`src/rtl/mips_pkg.sv`:
```
// Purpose: shared constants, FSM encoding and forwarding helper for the MIPS hazard controller.
// Latency: n/a (declarations only).
// Backpressure: n/a.
package mips_pkg;

  // Execute-stage ALU operand source selects
  localparam logic [1:0] FWD_RF  = 2'b00;
  localparam logic [1:0] FWD_WB  = 2'b01;
  localparam logic [1:0] FWD_MEM = 2'b10;

  // Data-memory wait sequencer states
  typedef enum logic [1:0] {
    MW_IDLE = 2'd0,
    MW_WAIT = 2'd1,
    MW_TOUT = 2'd2
  } mw_state_e;

  // Execute operand select: MEM result wins over WB; $zero is never forwarded.
  function automatic logic [1:0] fwd_sel(input logic [4:0] src,
                                         input logic [4:0] wreg_m,
                                         input logic [4:0] wreg_w,
                                         input logic       wen_m,
                                         input logic       wen_w);
    logic [1:0] sel;
    sel = FWD_RF;
    if (src != 5'd0 && src == wreg_m && wen_m) begin
      sel = FWD_MEM;
    end else if (src != 5'd0 && src == wreg_w && wen_w) begin
      sel = FWD_WB;
    end
    return sel;
  endfunction

endpackage

```
`src/rtl/mem_wait_fsm.sv`:
```
// Purpose: sequences multi-cycle data-memory waits with a timeout watchdog.
// Latency: mem_stall_o is combinational; state, wait count and mem_err_o are registered.
// Backpressure: mem_stall_o holds M/W while the memory is not ready; after TIMEOUT
//   WAIT cycles one TOUT cycle releases the stall and pulses mem_err_o.
// Ports: clk/clr (async active-high), mem_req_i, mem_ready_i -> mem_stall_o, mem_err_o.
module mem_wait_fsm
  import mips_pkg::*;
#(
  parameter int TIMEOUT = 15
) (
  input  logic clk,
  input  logic clr,
  input  logic mem_req_i,
  input  logic mem_ready_i,
  output logic mem_stall_o,
  output logic mem_err_o
);

  localparam int WCNT_W = $clog2(TIMEOUT + 1);
  localparam logic [WCNT_W-1:0] WCNT_ONE = WCNT_W'(1);
  localparam logic [WCNT_W-1:0] WCNT_MAX = WCNT_W'(TIMEOUT);

  mw_state_e         state_q, state_d;
  logic [WCNT_W-1:0] wcnt_q, wcnt_d;
  logic              mem_err_q;

  // The TOUT cycle deliberately drops the stall so M/W advance with the bad data.
  assign mem_stall_o = mem_req_i & ~mem_ready_i & (state_q != MW_TOUT);
  assign mem_err_o   = mem_err_q;

  always_comb begin
    state_d = state_q;
    wcnt_d  = wcnt_q;
    case (state_q)
      MW_IDLE: begin
        wcnt_d = '0;
        if (mem_stall_o) begin
          state_d = MW_WAIT;
          wcnt_d  = WCNT_ONE;
        end
      end
      MW_WAIT: begin
        if (!mem_req_i || mem_ready_i) begin
          state_d = MW_IDLE;
          wcnt_d  = '0;
        end else if (wcnt_q == WCNT_MAX) begin
          state_d = MW_TOUT;
          wcnt_d  = '0;
        end else begin
          wcnt_d = wcnt_q + WCNT_ONE;
        end
      end
      MW_TOUT: begin
        state_d = MW_IDLE;
        wcnt_d  = '0;
      end
      default: begin
        state_d = MW_IDLE;
        wcnt_d  = '0;
      end
    endcase
  end

  // mem_err_q mirrors (state_q == MW_TOUT) from a flop, keeping the pulse glitch-free.
  always_ff @(posedge clk or posedge clr) begin
    if (clr) begin
      state_q   <= MW_IDLE;
      wcnt_q    <= '0;
      mem_err_q <= 1'b0;
    end else begin
      state_q   <= state_d;
      wcnt_q    <= wcnt_d;
      mem_err_q <= (state_d == MW_TOUT);
    end
  end

endmodule

```
`src/rtl/hazard_ctrl.sv`:
```
// Purpose: 5-stage MIPS hazard unit: forwarding selects, stall/flush for every latch, stall counters.
// Latency: forwarding/stall/flush are combinational (zero cycles); memErr and counters are registered.
// Backpressure: memory stall holds F/D/E/M and bubbles WB, overriding load-use and branch stalls.
// Ports: Decode/Execute sources, per-stage destinations and write enables, load/branch/jump flags,
//   memory request/ready -> stall*, flush*, forward*, memErr, hazStallCnt, memStallCnt.
module hazard_ctrl
  import mips_pkg::*;
#(
  parameter int TIMEOUT = 15,
  parameter int CNT_W   = 16
) (
  input  logic             clk,
  input  logic             clr,
  input  logic [4:0]       rsD,
  input  logic [4:0]       rtD,
  input  logic [4:0]       rsE,
  input  logic [4:0]       rtE,
  input  logic [4:0]       writeRegE,
  input  logic [4:0]       writeRegM,
  input  logic [4:0]       writeRegW,
  input  logic             regWriteE,
  input  logic             regWriteM,
  input  logic             regWriteW,
  input  logic             memtoRegE,
  input  logic             memtoRegM,
  input  logic             branchD,
  input  logic             pcSrcD,
  input  logic             jumpD,
  input  logic             memReqM,
  input  logic             memReadyM,
  output logic             stallF,
  output logic             stallD,
  output logic             stallE,
  output logic             stallM,
  output logic             flushD,
  output logic             flushE,
  output logic             flushW,
  output logic [1:0]       forwardAE,
  output logic [1:0]       forwardBE,
  output logic             forwardAD,
  output logic             forwardBD,
  output logic             memErr,
  output logic [CNT_W-1:0] hazStallCnt,
  output logic [CNT_W-1:0] memStallCnt
);

  logic             lwstall, brstall, memStall, haz_stall;
  logic [CNT_W-1:0] haz_cnt_q, haz_cnt_d, mem_cnt_q, mem_cnt_d;

  assign forwardAE = fwd_sel(rsE, writeRegM, writeRegW, regWriteM, regWriteW);
  assign forwardBE = fwd_sel(rtE, writeRegM, writeRegW, regWriteM, regWriteW);
  assign forwardAD = (rsD != 5'd0) && (rsD == writeRegM) && regWriteM;
  assign forwardBD = (rtD != 5'd0) && (rtD == writeRegM) && regWriteM;

  assign lwstall = memtoRegE && ((rtE == rsD) || (rtE == rtD));
  // Branch resolves in Decode, so it must wait for an ALU result still in E
  // or a load result still in M.
  assign brstall = branchD &&
                   ((regWriteE && ((writeRegE == rsD) || (writeRegE == rtD))) ||
                    (memtoRegM && ((writeRegM == rsD) || (writeRegM == rtD))));

  mem_wait_fsm #(
    .TIMEOUT(TIMEOUT)
  ) u_mem_wait (
    .clk        (clk),
    .clr        (clr),
    .mem_req_i  (memReqM),
    .mem_ready_i(memReadyM),
    .mem_stall_o(memStall),
    .mem_err_o  (memErr)
  );

  // While memory stalls, E is frozen too, so no bubble goes into ID/EX.
  assign haz_stall = (lwstall | brstall) & ~memStall;

  assign stallD = lwstall | brstall | memStall;
  assign stallF = stallD;
  assign stallE = memStall;
  assign stallM = memStall;
  assign flushW = memStall;
  assign flushE = haz_stall;
  assign flushD = (pcSrcD | jumpD) & ~stallD;

  always_comb begin
    haz_cnt_d = haz_cnt_q;
    mem_cnt_d = mem_cnt_q;
    if (haz_stall && !(&haz_cnt_q)) haz_cnt_d = haz_cnt_q + CNT_W'(1);
    if (memStall && !(&mem_cnt_q))  mem_cnt_d = mem_cnt_q + CNT_W'(1);
  end

  always_ff @(posedge clk or posedge clr) begin
    if (clr) begin
      haz_cnt_q <= '0;
      mem_cnt_q <= '0;
    end else begin
      haz_cnt_q <= haz_cnt_d;
      mem_cnt_q <= mem_cnt_d;
    end
  end

  assign hazStallCnt = haz_cnt_q;
  assign memStallCnt = mem_cnt_q;

endmodule

```
`config.mk`:
```
export PLATFORM = sky130hd
export DESIGN_NAME = hazard_ctrl
export DESIGN_NICKNAME = d
export VERILOG_FILES = /design/src/rtl/mips_pkg.sv /design/src/rtl/mem_wait_fsm.sv /design/src/rtl/hazard_ctrl.sv
export SDC_FILE = /design/constraint.sdc
export NUM_CORES = 1
export LEC_CHECK = 0
export CORE_ASPECT_RATIO = 0.75
export CORE_MARGIN = 8
export CORE_UTILIZATION = 48
export CTS_CLUSTER_DIAMETER = 80
export DETAILED_ROUTE_END_ITERATION = 16
export PLACE_DENSITY = 0.91
export SYNTH_ARGS = -nofsm -noshare
export SYNTH_HDL_FRONTEND = slang
export SYNTH_SLANG_ARGS = --single-unit
export TNS_END_PERCENT = 30
```
`constraint.sdc`:
```
create_clock -name clk -period 4.1 [get_ports clk]
set_clock_uncertainty 0.05 [all_clocks]
set_input_delay 0.41 -clock clk [delete_from_list [all_inputs] [get_ports clk]]
set_output_delay 0.41 -clock clk [all_outputs]
set_load 0.02 [all_outputs]
```
Word level (Yosys, flattened, before mapping)
Cells that the tools add are included.
- register bits: 39
- bits of input ports: 47
- output and inout port bits: 46
- logic and storage cells: 79
- add/sub/neg operators: 3
- eq/ne operators: 16
- muxes and demuxes: 12
- bitwise logic cells: 10
- reductions and logical operators: 33
- operator list (operator ; number):
    $eq A5 B5 Y1 ; 12
    $add A16 B1 Y16 const B ; 2
    $reduce_and A16 Y1 ; 2
    $reduce_bool A5 Y1 ; 4
    $logic_and A1 B1 Y1 ; 18
    $mux W2 ; 5
    $mux W4 ; 2
    $pmux W4 S2 ; 1
    $logic_or A1 B1 Y1 ; 5
    $add A4 B1 Y4 const B ; 1
    $and A1 B1 Y1 ; 4
    $eq A4 B4 Y1 const B ; 1
    $pmux W2 S2 ; 1
    $logic_not A1 Y1 ; 3
    $mux W1 ; 3
    $not A1 Y1 ; 3
    $or A1 B1 Y1 ; 3
    $eq A2 B1 Y1 const B ; 1
    $eq A2 B2 Y1 const B ; 1
    $logic_not A2 Y1 ; 1
    $ne A2 B2 Y1 const B ; 1

Logic depth before layout (Yosys ltp)
- depth after elaboration: 9
- depth in mapped cells: 9
- depth with buffers taken out: 8

Modules after synthesis
Synthesis repeated with hierarchy kept, for this count alone.
- cell total of the unflattened synthesis: 256
- area total of the unflattened synthesis: 2502.4 um2
- by module, submodules not included (module ; instances ; cells an instance ; area an instance (um2) ; seq. area each (um2)):
    hazard_ctrl ; 1 ; 231 ; 2182.1 ; 800.8
    mem_wait_fsm ; 1 ; 25 ; 320.3 ; 175.2

Least setup slack after synthesis
Ideal clock, no wire load.
- path type: input port to output port
- start point: input rtE[1]
- end point: output forwardBE[0]
- arrival time: 2.081 ns
- required time: 3.640 ns
- setup slack: 1.559 ns
- stages on the path: 5
- path buffers: 1
- path through: clkbuf_1 > or4_1 > nor2_1 > nor4_1 > nor4_1
- word-level cells in the longest chain between the ends: 5
- elaborated cells between the ends (all ways): 9
- classes of those cells: 2 x eq/ne; 2 x mux; 5 x reduce/logical
- RTL lines (what ; line ; RTL):
    from (decl) ; hazard_ctrl.sv:17 ; input logic [4:0] rtE,
    $eq A5 B5 Y1 / $reduce_bool A5 Y1 (equally long branches) ; mips_pkg.sv:28, mips_pkg.sv:26 ;
    $logic_and A1 B1 Y1 (2 in a row) ; mips_pkg.sv:28 ; end else if (src != 5'd0 && src == wreg_w && wen_w) begin
    $mux W1 ; mips_pkg.sv:28 ;
    $mux W2 (*) ; mips_pkg.sv:26 ; if (src != 5'd0 && src == wreg_m && wen_m) begin
    to (decl) ; hazard_ctrl.sv:39 ; output logic [1:0] forwardBE,
Every way passes the cells marked *; elsewhere a longest branch is shown, timed or not.

Worst setup path in the final report
- start point: input writeRegM[2]
- end point: output flushD
- word-level cells in the longest chain between the ends: 9
- elaborated cells between the ends (all ways): 10
- classes of those cells: 2 x eq/ne; 4 x bitwise; 4 x reduce/logical
- RTL lines (what ; line ; RTL):
    from (decl) ; hazard_ctrl.sv:19 ; input logic [4:0] writeRegM,
    $eq A5 B5 Y1 ; hazard_ctrl.sv:60 ; (memtoRegM && ((writeRegM == rsD) || (writeRegM == rtD))));
    $logic_or A1 B1 Y1 (*) ; hazard_ctrl.sv:60 ;
    $logic_and A1 B1 Y1 (*) ; hazard_ctrl.sv:60 ;
    $logic_or A1 B1 Y1 (*) ; hazard_ctrl.sv:59 ; ((regWriteE && ((writeRegE == rsD) || (writeRegE == rtD))) ||
    $logic_and A1 B1 Y1 (*) ; hazard_ctrl.sv:58 ; assign brstall = branchD &&
    $or A1 B1 Y1 (*) (2 in a row) ; hazard_ctrl.sv:76 ; assign stallD = lwstall | brstall | memStall;
    $not A1 Y1 (*) ; hazard_ctrl.sv:82 ; assign flushD = (pcSrcD | jumpD) & ~stallD;
    $and A1 B1 Y1 (*) ; hazard_ctrl.sv:82 ;
    to (decl) ; hazard_ctrl.sv:35 ; output logic flushD,
Marks and branches as above.

==> flow_summary.yaml <==
min_path:
  worstHoldPathType: "flop to flop"
  holdCritStartpoint: "hazStallCnt[9]$_DFFE_PP0P_"
  holdPathEnd: "hazStallCnt[9]$_DFFE_PP0P_"
  hold_depth: 1
synth:
  synth_top_area_share_pct: 39.2
  syn-cell-area_um2: 2490
  ys_seq_elements: 39
  ys_seq_area_share_pct: 39.2
  synth_area_per_cell_um2: 9.65
  yosysWarnings: 0
  yosysTopAreaCell: "dfrtp_1"
  synth_top_flop_cell: "dfrtp_1"
  synthArstFlopShare_pct: 100
  synth_nets: 308
  synth_edf_count: 0
  synth_cell_type_count: 41
  syn_inst: 258
  synthTopCellsByArea: "dfrtp_1 39%, xnor2_1 21%, xor2_1 6.3%, nand4_1 3.8%, nand3_1 3.6%"
sta:
  maxSlewViolCount: 0
  fmax_mhz: 298
  maxSlewHeadroom_pct: 67.4
  rsz0062_at_grt: "no"
  final.setup.tns_ps: 0
  fin_crit_sh_pct: 81.8
  setup_ws_ps: 745
  post-route-min-period_ps: 3350
  hold_viol_final: 0
  hold_ws_ps: 446
  worst_pin_slew_ps: 489
  setup_viol: 0
setup_path:
  critPathLaunchType: "input pin"
  r2r_cells: 8
  r2r_start: "hazStallCnt[0]$_DFFE_PP0P_"
  crit_slowest_cell: "clkdlybuf4s50_1"
  slowest_delay_ps: 640
  path_class: "input pin to primary output"
  reg2reg_slack_ps: 1840
  crit_required_ps: 3640
  worstPathCellList: "clkdlybuf4s50_1 > xor2_1 > nor2_1 > and3_1 > o31ai_2 > nand3_1 > nor2_1 > clkdlybuf4s50_1"
  end_kind: "primary output"
  critical_path.max_fanout: 4
  rr_endpoint: "hazStallCnt[13]$_DFFE_PP0P_"
  arrival_ps: 2890
final_layout:
  syn_to_final_growth_pct: 43.9
  n_antenna_cell: 0
  nets: 402
  drive_gt1_share_pct: 5.38
  fill_cells: 371
  fin_area_um2: 3580
place:
  hpwl_um: 6020
  place.gp.congestion: 0.907
  portBuffers: 92
  place_area_um2: 3470
  dp_slack_ps: 788
grt:
  grt_pass1_vias: 2335
  track_usage_pct: 19.5
  gr-total-overflow: 0
  grt_pass1_wl_um: 12200
  grt_antenna_before_repair: 0
  grt_max_degree: 40
detailed_routing:
  antenna_left: 0
  routed_via_density: 5.41
  dr_total_vias: 2235
  drt-initial-drc-count: 156
  drc_errors: 0
  drt-pass1-iter-count: 4
  routed_wl_um: 7320
  avgRoutedWirePerCell_um: 17.7
clocking:
  htreeDepth: 2
  cts_buffers: 5
  ctsHoldBuffers: 0
  ctsResizeCount: 0
  clockBufferDepth: 2
  cts_tree: "done"
  cts_root_buffer: "clkbuf_8"
  clk_pin_slew_ps: 80
  post_cts_buffers: 0
  clock_latency_ps: 290
  cts.sinks: 39
floorplan:
  start_util_pct: 50.3
  chipHeight_um: 78.4
  core_um2: 4950
  num_rows: 22
  ios: 93
  die_w_um: 99.2
  die_area_um2: 7770
power_and_ir_drop:
  power_mw: 1.20
  p_leak_nw: 1.44
  vdd_drop_max_v: 0.000302
  powerDensity_nw_per_um2: 335
job:
  drv_cap: 0
status:
  status: "completed"
-- layout make-up --
type	count	area, um2	area share, %
multi-input combinational	205	1440	40.2
clock buffer	6	82.6	2.30
inverter	4	15.0	0.419
sequential	39	976	27.2
clock inverter	2	35.0	0.978
tap	60	75.1	2.09
timing repair buffer	97	958	26.7
-- routing by layer --
metal	routed length, um	vias up	part of all wire (%)	track usage [%]
met4	64	0	0.87	2.71
li1	-	1080	-	-
met3	521	4	7.1	4.93
met5	0	-	0	0
met1	3280	1084	45	25.9
met2	3460	67	47	32.2
-- registers in the layout, summed over array words and instances, names as in the netlist --
| name | count |
|---|---|
| u_mem_wait.mem_err_o | 1 |
| u_mem_wait.state_q | 2 |
| u_mem_wait.wcnt_q | 4 |
| memStallCnt | 16 |
| hazStallCnt | 16 |
-- metrics by stage --
stage / util, % / instances
floorplan: - / 258
detailed placement: 69.9 / 405
finish: 72.3 / 413
CTS: 72.3 / 413
global route: 72.3 / 413
global placement: 69.9 / 405
-- synth_stat cells, drive strengths merged, types with 2 or more instances --
| master | n |
|---|---|
| nand2b | 2 |
| a21o | 2 |
| nor4 | 4 |
| nand4 | 16 |
| dfrtp | 39 |
| and2 | 3 |
| and4 | 2 |
| ha | 3 |
| nand2 | 21 |
| a21oi | 3 |
| clkbuf | 5 |
| buf | 5 |
| inv | 3 |
| xnor2 | 60 |
| o21ai | 3 |
| nand3 | 18 |
| and3 | 8 |
| nor3 | 7 |
| or4 | 4 |
| nor2 | 17 |
| xor2 | 18 |
| mux2 | 4 |
-- power breakdown --
group / total (mW) / internal, mW / switching, mW
clock: 0.327 / 0.197 / 0.130
combinational: 0.387 / 0.201 / 0.186
sequential: 0.485 / 0.429 / 0.0563
-- critical path: cells and delay by family --
family                    cells  cell delay, ps
buffers and inverters         2            1270
and+or+nand+nor               4             660
AOI/OAI and AO/OA             1             350
xor gates and xnor gates      1             190
-- cell usage in the layout (no fill, tap or decap), types with 3 or more instances in the layout --
cell type / count
and2_1: 3
and3_1: 7
buf_4: 5
clkbuf_8: 6
clkdlybuf4s50_1: 92
dfrtp_1: 39
ha_1: 3
mux2_1: 4
nand2_1: 21
nand3_1: 18
nand4_1: 15
nor2_1: 17
nor3_1: 7
nor4_1: 4
or4_1: 4
xnor2_1: 60
xor2_1: 18
-- logic make-up (layout without fill, tap and decap cells) --
group                    count (synthesis)  after routing  synth area share (%)
AO/OA/AOI/OAI                           15             15                  4.32
XOR/XNOR                                78             78                  27.4
adder cells (fa/ha/maj)                  3              3                  1.51
buffers and inverters                   14            109                  2.91
flip-flops                              39             39                  39.2
multiplexers                             4              4                  1.81
AND/OR/NAND/NOR                        105            105                  22.8
-- worst max-delay path by stage --
| stage | to | startpoint | slack, ps | depth (start not counted) |
|---|---|---|---|---|
| after floorplan | forwardBE[0] | rtE[1] | 1560 | 5 |
| after global placement | flushD | writeRegM[3] | 760 | 8 |
| after detailed placement | flushD | writeRegM[2] | 790 | 8 |
| after CTS | flushD | writeRegM[2] | 790 | 8 |
| after global routing | flushD | writeRegM[3] | 680 | 8 |
| final | flushD | writeRegM[2] | 750 | 8 |
No activity file was read; power rests on OpenSTA's default activity.
==> edit 1 (same flow settings) <==
Put a register stage on the output `memErr`, without a reset. The value now appears one clock later. The other outputs are not delayed to match. Comments in the files are not updated.
--- a/src/rtl/hazard_ctrl.sv
+++ b/src/rtl/hazard_ctrl.sv
@@ -44,6 +44,8 @@
   output logic [CNT_W-1:0] memStallCnt
 );
 
+  logic memErr_d;
+
   logic             lwstall, brstall, memStall, haz_stall;
   logic [CNT_W-1:0] haz_cnt_q, haz_cnt_d, mem_cnt_q, mem_cnt_d;
 
@@ -67,7 +69,7 @@
     .mem_req_i  (memReqM),
     .mem_ready_i(memReadyM),
     .mem_stall_o(memStall),
-    .mem_err_o  (memErr)
+    .mem_err_o  (memErr_d)
   );
 
   // While memory stalls, E is frozen too, so no bubble goes into ID/EX.
@@ -101,5 +103,9 @@
   assign hazStallCnt = haz_cnt_q;
   assign memStallCnt = mem_cnt_q;
 
+  always_ff @(posedge clk) begin
+    memErr <= memErr_d;
+  end
+
 endmodule
 
Formal check against the unedited RTL: same outputs for any inputs over 10 cycles, from zero or initial values; that may be too few to reach the edited logic, so the function may still have changed.
==> edit 1 against the original RTL <==
Via count grew 1.7%; final area shrank 0.84%; sequential power grew 2%; routed wire length grew 0.72%; non-clock buffer count shrank 3; first-iteration DRC count grew 5.1%; sequential cell count grew 1; worst setup slack gained 0.12 ns; power shrank 4.1%; count of clock-buffer cells in the layout grew 2; synthesized area grew 0.80%; synthesized cell count grew 0.39%; highest routed layer unchanged; clock power shrank 18%.
==> edit 1: results (changes against the original RTL) <==
GPL Wtd Cong -> 0.896 (was 0.907)
Final Hold Fails -> 0 (unchanged)
Iter 0 DRT Violations -> 164 (was 156)
Clock Path Buffers -> 2 (unchanged)
Inserted Clock Buffers -> 5 (unchanged)
Buffers on Ports -> 92 (unchanged)
Slew headroom -> 0.628 (was 0.674)
Placed cell areas -> 0.00346 mm2 (was 0.00347 mm2)
Post-CTS setup repair buffer count -> 0 (unchanged)
Post-synth ARST share -> 0.975 (was 1.00)
Place WS -> 0.880 ns (was 0.788 ns)
Sequential-to-total area share from yosys stat -> 0.397 (was 0.392)
Post-DP HPWL -> 6040 um (was 6020 um)
Layout cells sized above 1 -> 0.0399 (was 0.0538)
Post-layout nets -> 400 (was 402)
Syn nets -> 309 (was 308)
Top post-synthesis cells by area -> dfrtp_1, xnor2_1, xor2_1 (unchanged)
Antenna Cells -> 0 (unchanged)
Commonest cells in the netlist -> xnor2_1, dfrtp_1, nand2_1, nand3_1, xor2_1 (unchanged)
Worst Path Max Fanout -> 4 (unchanged)
Post-synth cell types -> 42 (was 41)
R2r startpoint -> hazStallCnt[0]$_DFFE_PP0P_ (unchanged)
Filler Cell Count -> 387 (was 371)
Clock Tree Root -> clkbuf_8 (unchanged)
H-tree levels -> 2 (unchanged)
Peak supply drop -> 336 uV (was 302 uV)
Post-route insts no fill -> 411 (was 413)
Drt total wl -> 7380 um (was 7320 um)
Status -> finished, final reports clean (unchanged)
Yosys warns -> 0 (unchanged)
HP Class -> register to register (unchanged)
Post_cts resized -> 0 (unchanged)
Worst-Skew Late Latency -> 0.29 ns (about the same)
Global-route wire length before repair -> 11900 um (was 12200 um)
Largest net degree at the start of global routing -> 40 (unchanged)
Vias -> 2272 (was 2235)
DRT Pass-1 Iters -> 4 (unchanged)
Total track usage -> 0.191 (was 0.195)
Min-delay src -> u_mem_wait.mem_err_o$_DFF_PP0_ (was hazStallCnt[9]$_DFFE_PP0P_)
Clk pin slew, worst setup/hold paths -> 0.07 ns
Static Leak -> 1.42 nW (was 1.44 nW)
Antenna violations before repair -> 0 (unchanged)
Mapped Cells -> 259 (was 258)
CP startpoint -> writeRegM[2] (unchanged)
## edit 1: power by group
group,switching [mW],internal (mW),total (mW)
clock network,0.132,0.137,0.269
logic,0.184,0.200,0.384
registers,0.0583,0.439,0.497
## edit 1: final timing paths
kind	end	slack, ns	cells after the start
min in group asynchronous	hazStallCnt[12]$_DFFE_PP0P_	0.50	3
worst max register to register	hazStallCnt[11]$_DFFE_PP0P_	1.80	8
worst min-delay path	memErr$_DFF_P_	0.30	0
worst min register to register	memErr$_DFF_P_	0.30	0
worst max-delay path	flushD	0.87	8
max in group asynchronous	hazStallCnt[14]$_DFFE_PP0P_	3.17	3
## edit 1: cell type report
cell class,count,area share
clock buffers,8,0.0254
inverters,4,0.00423
multi-input cells,205,0.406
flip-flops and latches,40,0.280
well taps,60,0.0211
repair buffers,94,0.263
## edit 1: worst max-delay path, stage by stage
cell,delay (ns)
clkdlybuf4s50_1,0.67
xor2_1,0.21
nor2_1,0.08
and3_1,0.19
o31ai_2,0.27
nand3_1,0.20
nor2_1,0.13
clkdlybuf4s50_1,0.62
## edit 1: logic make-up (layout without fill, tap and decap cells)
logic type,Yosys count,in the layout,synth area share
xor gates and xnor gates,78,78,0.272
and+or+nand+nor,105,105,0.226
DFF,40,40,0.397
adders and majority gates,3,3,0.0150
muxes,4,4,0.0179
buffers and inverters,14,106,0.0289
AOI/OAI and AO/OA,15,15,0.0429
## edit 1: per-stage QoR
stage                     hold slack (ns)  total power, mW  utilization
after global routing                0.315             1.22        0.717
after global placement              0.278            0.878        0.699
final                               0.296             1.15        0.717
after floorplan                     0.274            0.690            -
after CTS                           0.299             1.16        0.717
after detailed placement            0.282            0.887        0.699
## edit 1: layer usage
| metal | routed length (um) | global-route usage |
|---|---|---|
| met5 | 0 | 0 |
| met4 | 121 | 0.0467 |
| met3 | 579 | 0.0537 |
| met2 | 3460 | 0.306 |
| met1 | 3210 | 0.250 |
==> edit 2 (same settings) <==
Without the edit above. Set the parameter `CNT_W` to 24 (it was 16).
--- a/src/rtl/hazard_ctrl.sv
+++ b/src/rtl/hazard_ctrl.sv
@@ -7,7 +7,7 @@
   import mips_pkg::*;
 #(
   parameter int TIMEOUT = 15,
-  parameter int CNT_W   = 16
+  parameter int CNT_W   = 24
 ) (
   input  logic             clk,
   input  logic             clr,
Ports: changed (resized hazStallCnt and memStallCnt); port bits go from 93 to 109. The function was not compared with the original's and may differ.
==> edit 2 against the original RTL <==
Core utilization shrank 6.5 points; final area increased by 33%; critical endpoint is now forwardBE[0]; sequential cell count rose by 16; worst setup slack improved by 0.19 ns; routed wire length up 30%; synthesized area is 43% higher; power grew 19%; non-clock buffer count rose by 13; die area rose by 35%.
==> edit 2: results (changes against the original RTL) <==
Wire length per cell -> 17.3 um (was 17.7 um)
Seq pwr share -> 0.476 (was 0.405)
Reg2reg setup slack -> 1.91 ns (was 1.84 ns)
Filler Cell Count -> 547 (was 371)
Drt total wl -> 9550 um (was 7320 um)
R2r startpoint -> memStallCnt[2]$_DFFE_PP0P_ (was hazStallCnt[0]$_DFFE_PP0P_)
CP peak stage delay -> 0.66 ns (was 0.64 ns)
Slew headroom -> 0.252 (was 0.674)
Reg2Reg Depth -> 6 (was 8)
Status -> finished, final reports clean (unchanged)
Worst-Skew Late Latency -> 0.31 ns (was 0.29 ns)
Sequential-to-total area share from yosys stat -> 0.387 (was 0.392)
Worst Path Max Fanout -> 5 (was 4)
Hold EP -> hazStallCnt[11]$_DFFE_PP0P_ (was hazStallCnt[9]$_DFFE_PP0P_)
Vias in the first global route -> 2969 (was 2335)
Combinational power -> 450 uW (was 387 uW)
Min-delay src -> hazStallCnt[11]$_DFFE_PP0P_ (was hazStallCnt[9]$_DFFE_PP0P_)
M2 GR Usage -> 0.309 (was 0.322)
Post-DP HPWL -> 7440 um (was 6020 um)
WL met1 -> 4240 um (was 3280 um)
Global-route wire length before repair -> 15400 um (was 12200 um)
Met3 wire len -> 349 um (was 521 um)
Internal -> 939 uW (was 827 uW)
Worst hold margin -> 0.436 ns (was 0.446 ns)
Syn nets -> 395 (was 308)
Iter 0 DRT Violations -> 182 (was 156)
GPL Wtd Cong -> 0.925 (was 0.907)
Peak supply drop -> 397 uV (was 302 uV)
Worst reg2reg path endpoint -> memStallCnt[19]$_DFFE_PP0P_ (was hazStallCnt[13]$_DFFE_PP0P_)
GRT met3 Usage -> 0.0281 (was 0.0493)
Total track usage -> 0.182 (was 0.195)
Post-synth cell types -> 48 (was 41)
Layout cells sized above 1 -> 0.0844 (was 0.0538)
==> edit 2: changes by cell type in the layout (fill, tap and decap cells not counted), moves of 5 or more <==
| cell | before | now |
|---|---|---|
| clkdlybuf4s50_1 | 92 | 108 |
| a2111oi_4 | 0 | 5 |
| dfrtp_1 | 39 | 55 |
| nand4_1 | 15 | 20 |
| xnor2_1 | 60 | 53 |
| xor2_1 | 18 | 41 |
| a211oi_1 | 0 | 10 |
| nand2_1 | 21 | 27 |
==> edit 2: area by class of cell <==
type                    count  area, um2  share of cell area
clock buffers               6       72.6              0.0152
clock inverters             2       12.5             0.00262
inverters                   8       30.0             0.00628
multi-input cells         269       2070               0.432
flip-flops and latches     55       1380               0.288
well taps                 101        126              0.0264
repair buffers            110       1100               0.229
==> edit 2: how the worst max path moves through the flow <==
| stage | end | cells after the start | from | slack, ns |
|---|---|---|---|---|
| CTS | forwardBE[0] | 6 | rtE[1] | 0.93 |
| finish | forwardBE[0] | 6 | rtE[1] | 0.94 |
| detailed placement | forwardBE[0] | 6 | rtE[1] | 0.92 |
| global placement | forwardBE[0] | 6 | rtE[1] | 0.97 |
| floorplan | forwardBE[0] | 5 | rtE[1] | 1.58 |
| global route | flushD | 8 | writeRegM[1] | 0.82 |
==> edit 2: logic make-up (layout without fill, tap and decap cells) <==
group / count (synthesis) / count (layout) / synth area share
AND/OR/NAND/NOR: 129 / 129 / 0.198
adder cells (fa/ha/maj): 3 / 3 / 0.0105
XOR/XNOR: 94 / 94 / 0.231
multiplexers: 5 / 5 / 0.0200
flip-flops: 55 / 55 / 0.387
AO/OA/AOI/OAI: 38 / 38 / 0.121
buffers and inverters: 21 / 126 / 0.0323
